===== config.mk =====
export PLATFORM = sky130hd
export DESIGN_NAME = pipe_cla_adder_flat
export DESIGN_NICKNAME = d
export VERILOG_FILES = /design/src/rtl/pipe_cla_adder_if.sv /design/src/rtl/pipe_cla_adder.sv /design/src/flat_wrapper.sv
export SDC_FILE = /design/constraint.sdc
export NUM_CORES = 1
export LEC_CHECK = 0
export ABC_CLOCK_PERIOD_IN_PS = 2000
export CAP_MARGIN = 20
export CORE_MARGIN = 2
export CORE_UTILIZATION = 35
export CTS_CLUSTER_DIAMETER = 60
export DETAILED_ROUTE_END_ITERATION = 7
export PLACE_DENSITY = 0.55
export SKIP_LAST_GASP = 1
export SLEW_MARGIN = 20
export SYNTH_ARGS = -nofsm -noshare
export SYNTH_HDL_FRONTEND = slang
export SYNTH_SLANG_ARGS = --single-unit

===== constraint.sdc =====
create_clock -name clk -period 2 [get_ports clk]
set_clock_uncertainty 0.2 [all_clocks]
set_input_delay 0.2 -clock clk [delete_from_list [all_inputs] [get_ports clk]]
set_output_delay 0.2 -clock clk [all_outputs]
set_load 0.02 [all_outputs]

===== src/rtl/pipe_cla_adder_if.sv =====
// rtl/pipe_cla_adder_if.sv - operand/result handshake bundle for pipe_cla_adder
// master drives operands and out_ready; slave is the adder.
interface pipe_cla_adder_if #(
   parameter int WIDTH = 16
);
   logic             in_valid;
   logic             in_ready;
   logic [WIDTH-1:0] a;
   logic [WIDTH-1:0] b;
   logic             cin;
   logic             sub;
   logic             out_valid;
   logic             out_ready;
   logic [WIDTH-1:0] sum;
   logic             cout;
   logic             ovf;

   modport master (
      output in_valid, a, b, cin, sub, out_ready,
      input  in_ready, out_valid, sum, cout, ovf
   );

   modport slave (
      input  in_valid, a, b, cin, sub, out_ready,
      output in_ready, out_valid, sum, cout, ovf
   );
endinterface


===== src/rtl/pipe_cla_adder.sv =====
// rtl/pipe_cla_adder.sv - pipelined 4-bit-group carry-look-ahead adder/subtractor
// One group per stage; macro PIPE_CLA_SAT_EN clamps overflowing results.
module pipe_cla_adder #(
   parameter int WIDTH = 16
) (
   input  logic             clk,
   input  logic             rst_n,
   pipe_cla_adder_if.slave  bus
);
   localparam int NSTG = WIDTH / 4;

   logic en;

   genvar k;
   generate
      for (k = 0; k < NSTG; k++) begin : stg
         // Operand bits still to be summed shrink by one group per stage.
         localparam int SW = WIDTH - 4 * k;

         logic [SW-1:0]  a_src;
         logic [SW-1:0]  b_src;
         logic           c_src;
         logic           v_src;
         logic [3:0]     p;
         logic [3:0]     g;
         logic [3:0]     gs;
         logic           c1, c2, c3, c4;
         logic [4*k+3:0] s_nxt;
         logic [4*k+3:0] s_q;
         logic           v_q;
         logic           c_q;

         if (k == 0) begin : src
            assign a_src = bus.a;
            assign b_src = bus.sub ? ~bus.b : bus.b;
            assign c_src = bus.sub | bus.cin;
            assign v_src = bus.in_valid;
            assign s_nxt = gs;
         end else begin : src
            assign a_src = stg[k-1].fwd.a_q;
            assign b_src = stg[k-1].fwd.b_q;
            assign c_src = stg[k-1].c_q;
            assign v_src = stg[k-1].v_q;
            assign s_nxt = {gs, stg[k-1].s_q};
         end

         assign p  = a_src[3:0] ^ b_src[3:0];
         assign g  = a_src[3:0] & b_src[3:0];
         assign c1 = g[0] | (p[0] & c_src);
         assign c2 = g[1] | (p[1] & g[0]) | (p[1] & p[0] & c_src);
         assign c3 = g[2] | (p[2] & g[1]) | (p[2] & p[1] & g[0])
                   | (p[2] & p[1] & p[0] & c_src);
         assign c4 = g[3] | (p[3] & g[2]) | (p[3] & p[2] & g[1])
                   | (p[3] & p[2] & p[1] & g[0]) | (&p & c_src);
         assign gs = p ^ {c3, c2, c1, c_src};

         always_ff @(posedge clk or negedge rst_n) begin
            if (!rst_n) begin
               v_q <= 1'b0;
               c_q <= 1'b0;
               s_q <= '0;
            end else if (en) begin
               v_q <= v_src;
               c_q <= c4;
               s_q <= s_nxt;
            end
         end

         if (k < NSTG - 1) begin : fwd
            logic [SW-5:0] a_q;
            logic [SW-5:0] b_q;

            always_ff @(posedge clk or negedge rst_n) begin
               if (!rst_n) begin
                  a_q <= '0;
                  b_q <= '0;
               end else if (en) begin
                  a_q <= a_src[SW-1:4];
                  b_q <= b_src[SW-1:4];
               end
            end
         end else begin : lst
            logic ovf_q;
`ifdef PIPE_CLA_SAT_EN
            logic neg_q;
`endif

            always_ff @(posedge clk or negedge rst_n) begin
               if (!rst_n) begin
                  ovf_q <= 1'b0;
`ifdef PIPE_CLA_SAT_EN
                  neg_q <= 1'b0;
`endif
               end else if (en) begin
                  ovf_q <= c3 ^ c4;
`ifdef PIPE_CLA_SAT_EN
                  neg_q <= a_src[3];
`endif
               end
            end
         end
      end
   endgenerate

   assign en            = !stg[NSTG-1].v_q | bus.out_ready;
   assign bus.in_ready  = en;
   assign bus.out_valid = stg[NSTG-1].v_q;
   assign bus.cout      = stg[NSTG-1].c_q;
   assign bus.ovf       = stg[NSTG-1].lst.ovf_q;

`ifdef PIPE_CLA_SAT_EN
   // Overflow direction follows the sign of a: negative a can only underflow.
   logic sat_neg;
   assign sat_neg = stg[NSTG-1].lst.neg_q;
   assign bus.sum = stg[NSTG-1].lst.ovf_q ? {sat_neg, {(WIDTH-1){~sat_neg}}}
                                          : stg[NSTG-1].s_q;
`else
   assign bus.sum = stg[NSTG-1].s_q;
`endif
endmodule


===== src/flat_wrapper.sv =====
// flat-port wrapper written by rule: the top's interface ports become plain ports
module pipe_cla_adder_flat 
#(
   parameter int WIDTH = 16
)
  (clk, rst_n, bus_in_valid, bus_a, bus_b, bus_cin, bus_sub, bus_out_ready, bus_in_ready, bus_out_valid, bus_sum, bus_cout, bus_ovf);
  pipe_cla_adder_if #(.WIDTH(WIDTH)) bus_i ();
  input  logic clk;
  input  logic rst_n;
  input wire logic [$bits(bus_i.in_valid)-1:0] bus_in_valid;
  input wire logic [$bits(bus_i.a)-1:0] bus_a;
  input wire logic [$bits(bus_i.b)-1:0] bus_b;
  input wire logic [$bits(bus_i.cin)-1:0] bus_cin;
  input wire logic [$bits(bus_i.sub)-1:0] bus_sub;
  input wire logic [$bits(bus_i.out_ready)-1:0] bus_out_ready;
  output wire logic [$bits(bus_i.in_ready)-1:0] bus_in_ready;
  output wire logic [$bits(bus_i.out_valid)-1:0] bus_out_valid;
  output wire logic [$bits(bus_i.sum)-1:0] bus_sum;
  output wire logic [$bits(bus_i.cout)-1:0] bus_cout;
  output wire logic [$bits(bus_i.ovf)-1:0] bus_ovf;
  assign bus_i.in_valid = bus_in_valid;
  assign bus_i.a = bus_a;
  assign bus_i.b = bus_b;
  assign bus_i.cin = bus_cin;
  assign bus_i.sub = bus_sub;
  assign bus_i.out_ready = bus_out_ready;
  assign bus_in_ready = bus_i.in_ready;
  assign bus_out_valid = bus_i.out_valid;
  assign bus_sum = bus_i.sum;
  assign bus_cout = bus_i.cout;
  assign bus_ovf = bus_i.ovf;
  pipe_cla_adder #(.WIDTH(WIDTH)) u_core (.clk(clk), .rst_n(rst_n), .bus(bus_i));
endmodule

==> PnR_summary.wiki <==
{| class="wikitable"
! Metric !! Value
|-
| Max-capacitance violation count || 0
|-
| CP endpoint kind || flop
|-
| Largest net degree at the start of global routing || 104
|-
| Utilization after layout || 44.4%
|-
| DIE AREA || 13,100 µm²
|-
| Measured slew at the worst slew-check pin || 0.449 ns
|-
| Num ports || 58
|-
| Cell-by-cell listing of the critical path || ha_1, o21ai_0, o21bai_1, mux2i_1, a21oi_1
|-
| Worst setup margin || 0.108 ns
|-
| Worst path slowest cell || sky130_fd_sc_hd__dfrtp_1
|-
| Antenna violations before repair || 0
|-
| Place WS || -0.399 ns
|-
| Register clock-pin slew on the reported worst setup and hold paths || 0.06 ns
|-
| Average size of a mapped cell || 9.39 µm²
|-
| Max Clk Rate || 0.529 GHz
|-
| FF+latch area || 2430 µm²
|-
| Critical Path Source Type || flop
|-
| Gp weighted congestion || 0.732
|-
| Number of nets in the layout || 568
|-
| Crit share post-route || 94.6%
|-
| Max Buffers Root-to-Sink || 2
|-
| Number of rows in the core area || 40
|-
| RSZ-0062 raised after global routing || false
|-
| Worst EP arrival || 1.90 ns
|-
| Largest stage delay on the critical path || 0.39 ns
|-
| WL final || 8040 µm
|-
| Height of the die || 114 µm
|-
| Register area share after synthesis || 56.9%
|-
| Via Count || 3,044
|-
| Initial Utilization || 35.6%
|-
| Total clock buffers created by CTS || 9
|-
| Cells after synthesis || 454
|-
| Number of hold violations in the final report || 0
|-
| Relative slew margins || 70.0%
|-
| Number of synthesis warnings || 0
|-
| Commonest non-fill, non-tap cell in the layout || sky130_fd_sc_hd__nand2_1
|-
| H-tree level count || 3
|-
| Number of design-rule violations left by the first detailed-router iteration || 190
|-
| Most frequent cells in the layout || 204 x sky130_fd_sc_hd__nand2_1, 97 x sky130_fd_sc_hd__dfrtp_1, 54 x sky130_fd_sc_hd__clkdlybuf4s50_1
|-
| ANT cells || 0
|-
| DRC violation count after routing || 0
|-
| Number of fill cells in the layout || 1,186
|-
| Total iterations of the first detailed-routing run || 6
|-
| Worst IR drop on VDD || 0.509 mV
|-
| Kind of path behind the tightest hold check || in2async
|-
| Total standard cell area after synthesis || 4260 µm²
|-
| CTS sink cnt || 97
|-
| Period minus WS final || 1.89 ns
|-
| Area growth from synthesis to layout || 24.7%
|-
| Post-synth cell types || 28
|-
| Multi-input combinational cell area || 1710 µm²
|-
| Latest clock arrival within the worst-skew pair || 0.34 ns
|-
| Die Width || 114 µm
|-
| Count of cells along the worst register-to-register path || 5
|-
| Fraction of layout instances using a drive strength above 1 || 5.64%
|-
| Global-route wire length before repair || 14,300 µm
|-
| Number of endpoints failing setup at the final stage || 0
|-
| Post-detailed-route count of antenna-violating nets || 0
|-
| CTS tree || done
|-
| Leakage power figure || 2.57 nW
|-
| Syn_nets || 512
|-
| Aggregate global routing overflow || 0
|-
| Standard cell core area || 12,000 µm²
|-
| HPWL after detailed placement || 5470 µm
|-
| Root Buffer Master || sky130_fd_sc_hd__clkbuf_16
|-
| Total routing usage reported by global routing || 13.8%
|-
| Critical path start-end classification || reg2reg
|-
| Synthesis-stage register bit count || 97
|-
| Maximum fanout encountered on the critical timing path || 3
|-
| Drt wl/cell || 12.2 µm
|-
| Power density cells || 1490 nW/µm²
|-
| Max-slew violation count || 0
|-
| Result of the run || finished clean
|-
| CP required || 2.01 ns
|-
| Mean number of vias per cell || 4.61
|-
| Via count of the first global-routing pass || 3,037
|-
| IO Port Bufs || 57
|}
state kept, by name, summed over array words and instances, names as in the netlist:
register              flops
u_core.stg.c_q            3
u_core.stg.fwd.b_q       24
u_core.bus.ovf            1
u_core.stg.fwd.a_q       24
u_core.bus.sum           16
u_core.bus.cout           1
u_core.stg.v_q            3
u_core.stg.s_q           24
u_core.bus.out_valid      1
where the power goes:
group / switching, mW / internal [mW]
clock network: 0.674 / 0.956
registers: 0.466 / 2.84
logic: 1.67 / 1.33
synthesized netlist by cell type (all sizes together):
cell type  instances  area share, %
a21oi             11            1.3
a22oi              1           0.18
buf               12            1.6
a31o               1           0.21
and2               1           0.15
inv               10           0.88
clkbuf            10           0.88
o211ai             1           0.29
a211oi             8            1.4
ha                16            4.7
a21o               3           0.53
a21boi             1           0.26
xor2               8            1.6
fa                 4            1.9
xnor2             15            3.1
nor2b              1           0.15
or2                1           0.15
nand2            204             18
o21ai             32            3.8
dfrtp             97             57
o21bai             3           0.53
mux2i              1           0.23
nand2b             1           0.15
or3                1           0.15
o31ai              1           0.18
nor2              10           0.88
per-stage QoR:
step	area, µm²	instances	power [mW]	hold WS (ns)	TNS, ns
after CTS	5310	661	8.08	0.0875	0
final	5320	661	7.94	0.0929	0
after floorplan	4280	454	5.32	-0.296	0
after detailed placement	5030	645	6.40	-0.0806	-1.25
after global routing	5320	661	8.67	0.102	0
after global placement	5030	645	6.30	-0.0860	-1.06
worst max-delay path: cells and delay by family (launching register included):
family / cells / cell delay (ns)
AOI/OAI and AO/OA: 3 / 0.58
DFF: 1 / 0.39
adders and majority gates: 1 / 0.35
muxes: 1 / 0.24
cells by family after synthesis:
| group | count (synthesis) | synth area share, % |
|---|---|---|
| XOR/XNOR | 23 | 4.73 |
| multiplexers | 1 | 0.235 |
| flip-flops | 97 | 56.9 |
| AND/OR/NAND/NOR | 219 | 19.6 |
| buffers and inverters | 32 | 3.32 |
| AO/OA/AOI/OAI | 62 | 8.63 |
| adder cells (fa/ha/maj) | 20 | 6.57 |
metal layers:
metal | global-route usage, % | up-vias | wire [µm] | share of wire, %
li1 | - | 1558 | - | -
met1 | 19.0 | 1420 | 4100 | 51
met2 | 20.8 | 56 | 3490 | 43
met3 | 4.08 | 10 | 288 | 3.6
met4 | 5.04 | 0 | 153 | 1.9
met5 | 0 | - | 0 | 0
area by class of cell:
class	count	area share, %
sequential	97	45.7
multi-input combinational	325	32.1
timing repair buffer	67	12.9
clock buffer	11	4.38
tap	147	3.46
clock inverter	4	0.847
inverter	10	0.706
timing repair:
item,CTS,global route
endpoints found under the hold margin,97,0
buffers inserted,0,0
endpoints found under the setup margin,1,1
hold buffers,1,0
gates resized for setup,1,1
path summary, 6_finish.rpt:
path / from / end / slack, ns
max in group asynchronous: rst_n / u_core.stg[2].fwd.a_q[1] / 0.88
max reg2reg: u_core.stg[2].fwd.b_q[1] / u_core.bus.ovf / 0.11
min reg2reg: u_core.stg[2].v_q / u_core.stg[2].v_q / 0.25
min: rst_n / u_core.stg[0].v_q / 0.09
min in group clk: bus_a[5] / u_core.stg[0].fwd.a_q[1] / 0.19
max: u_core.stg[2].fwd.b_q[1] / u_core.bus.ovf / 0.11
Power figures use the tool's default switching activity.
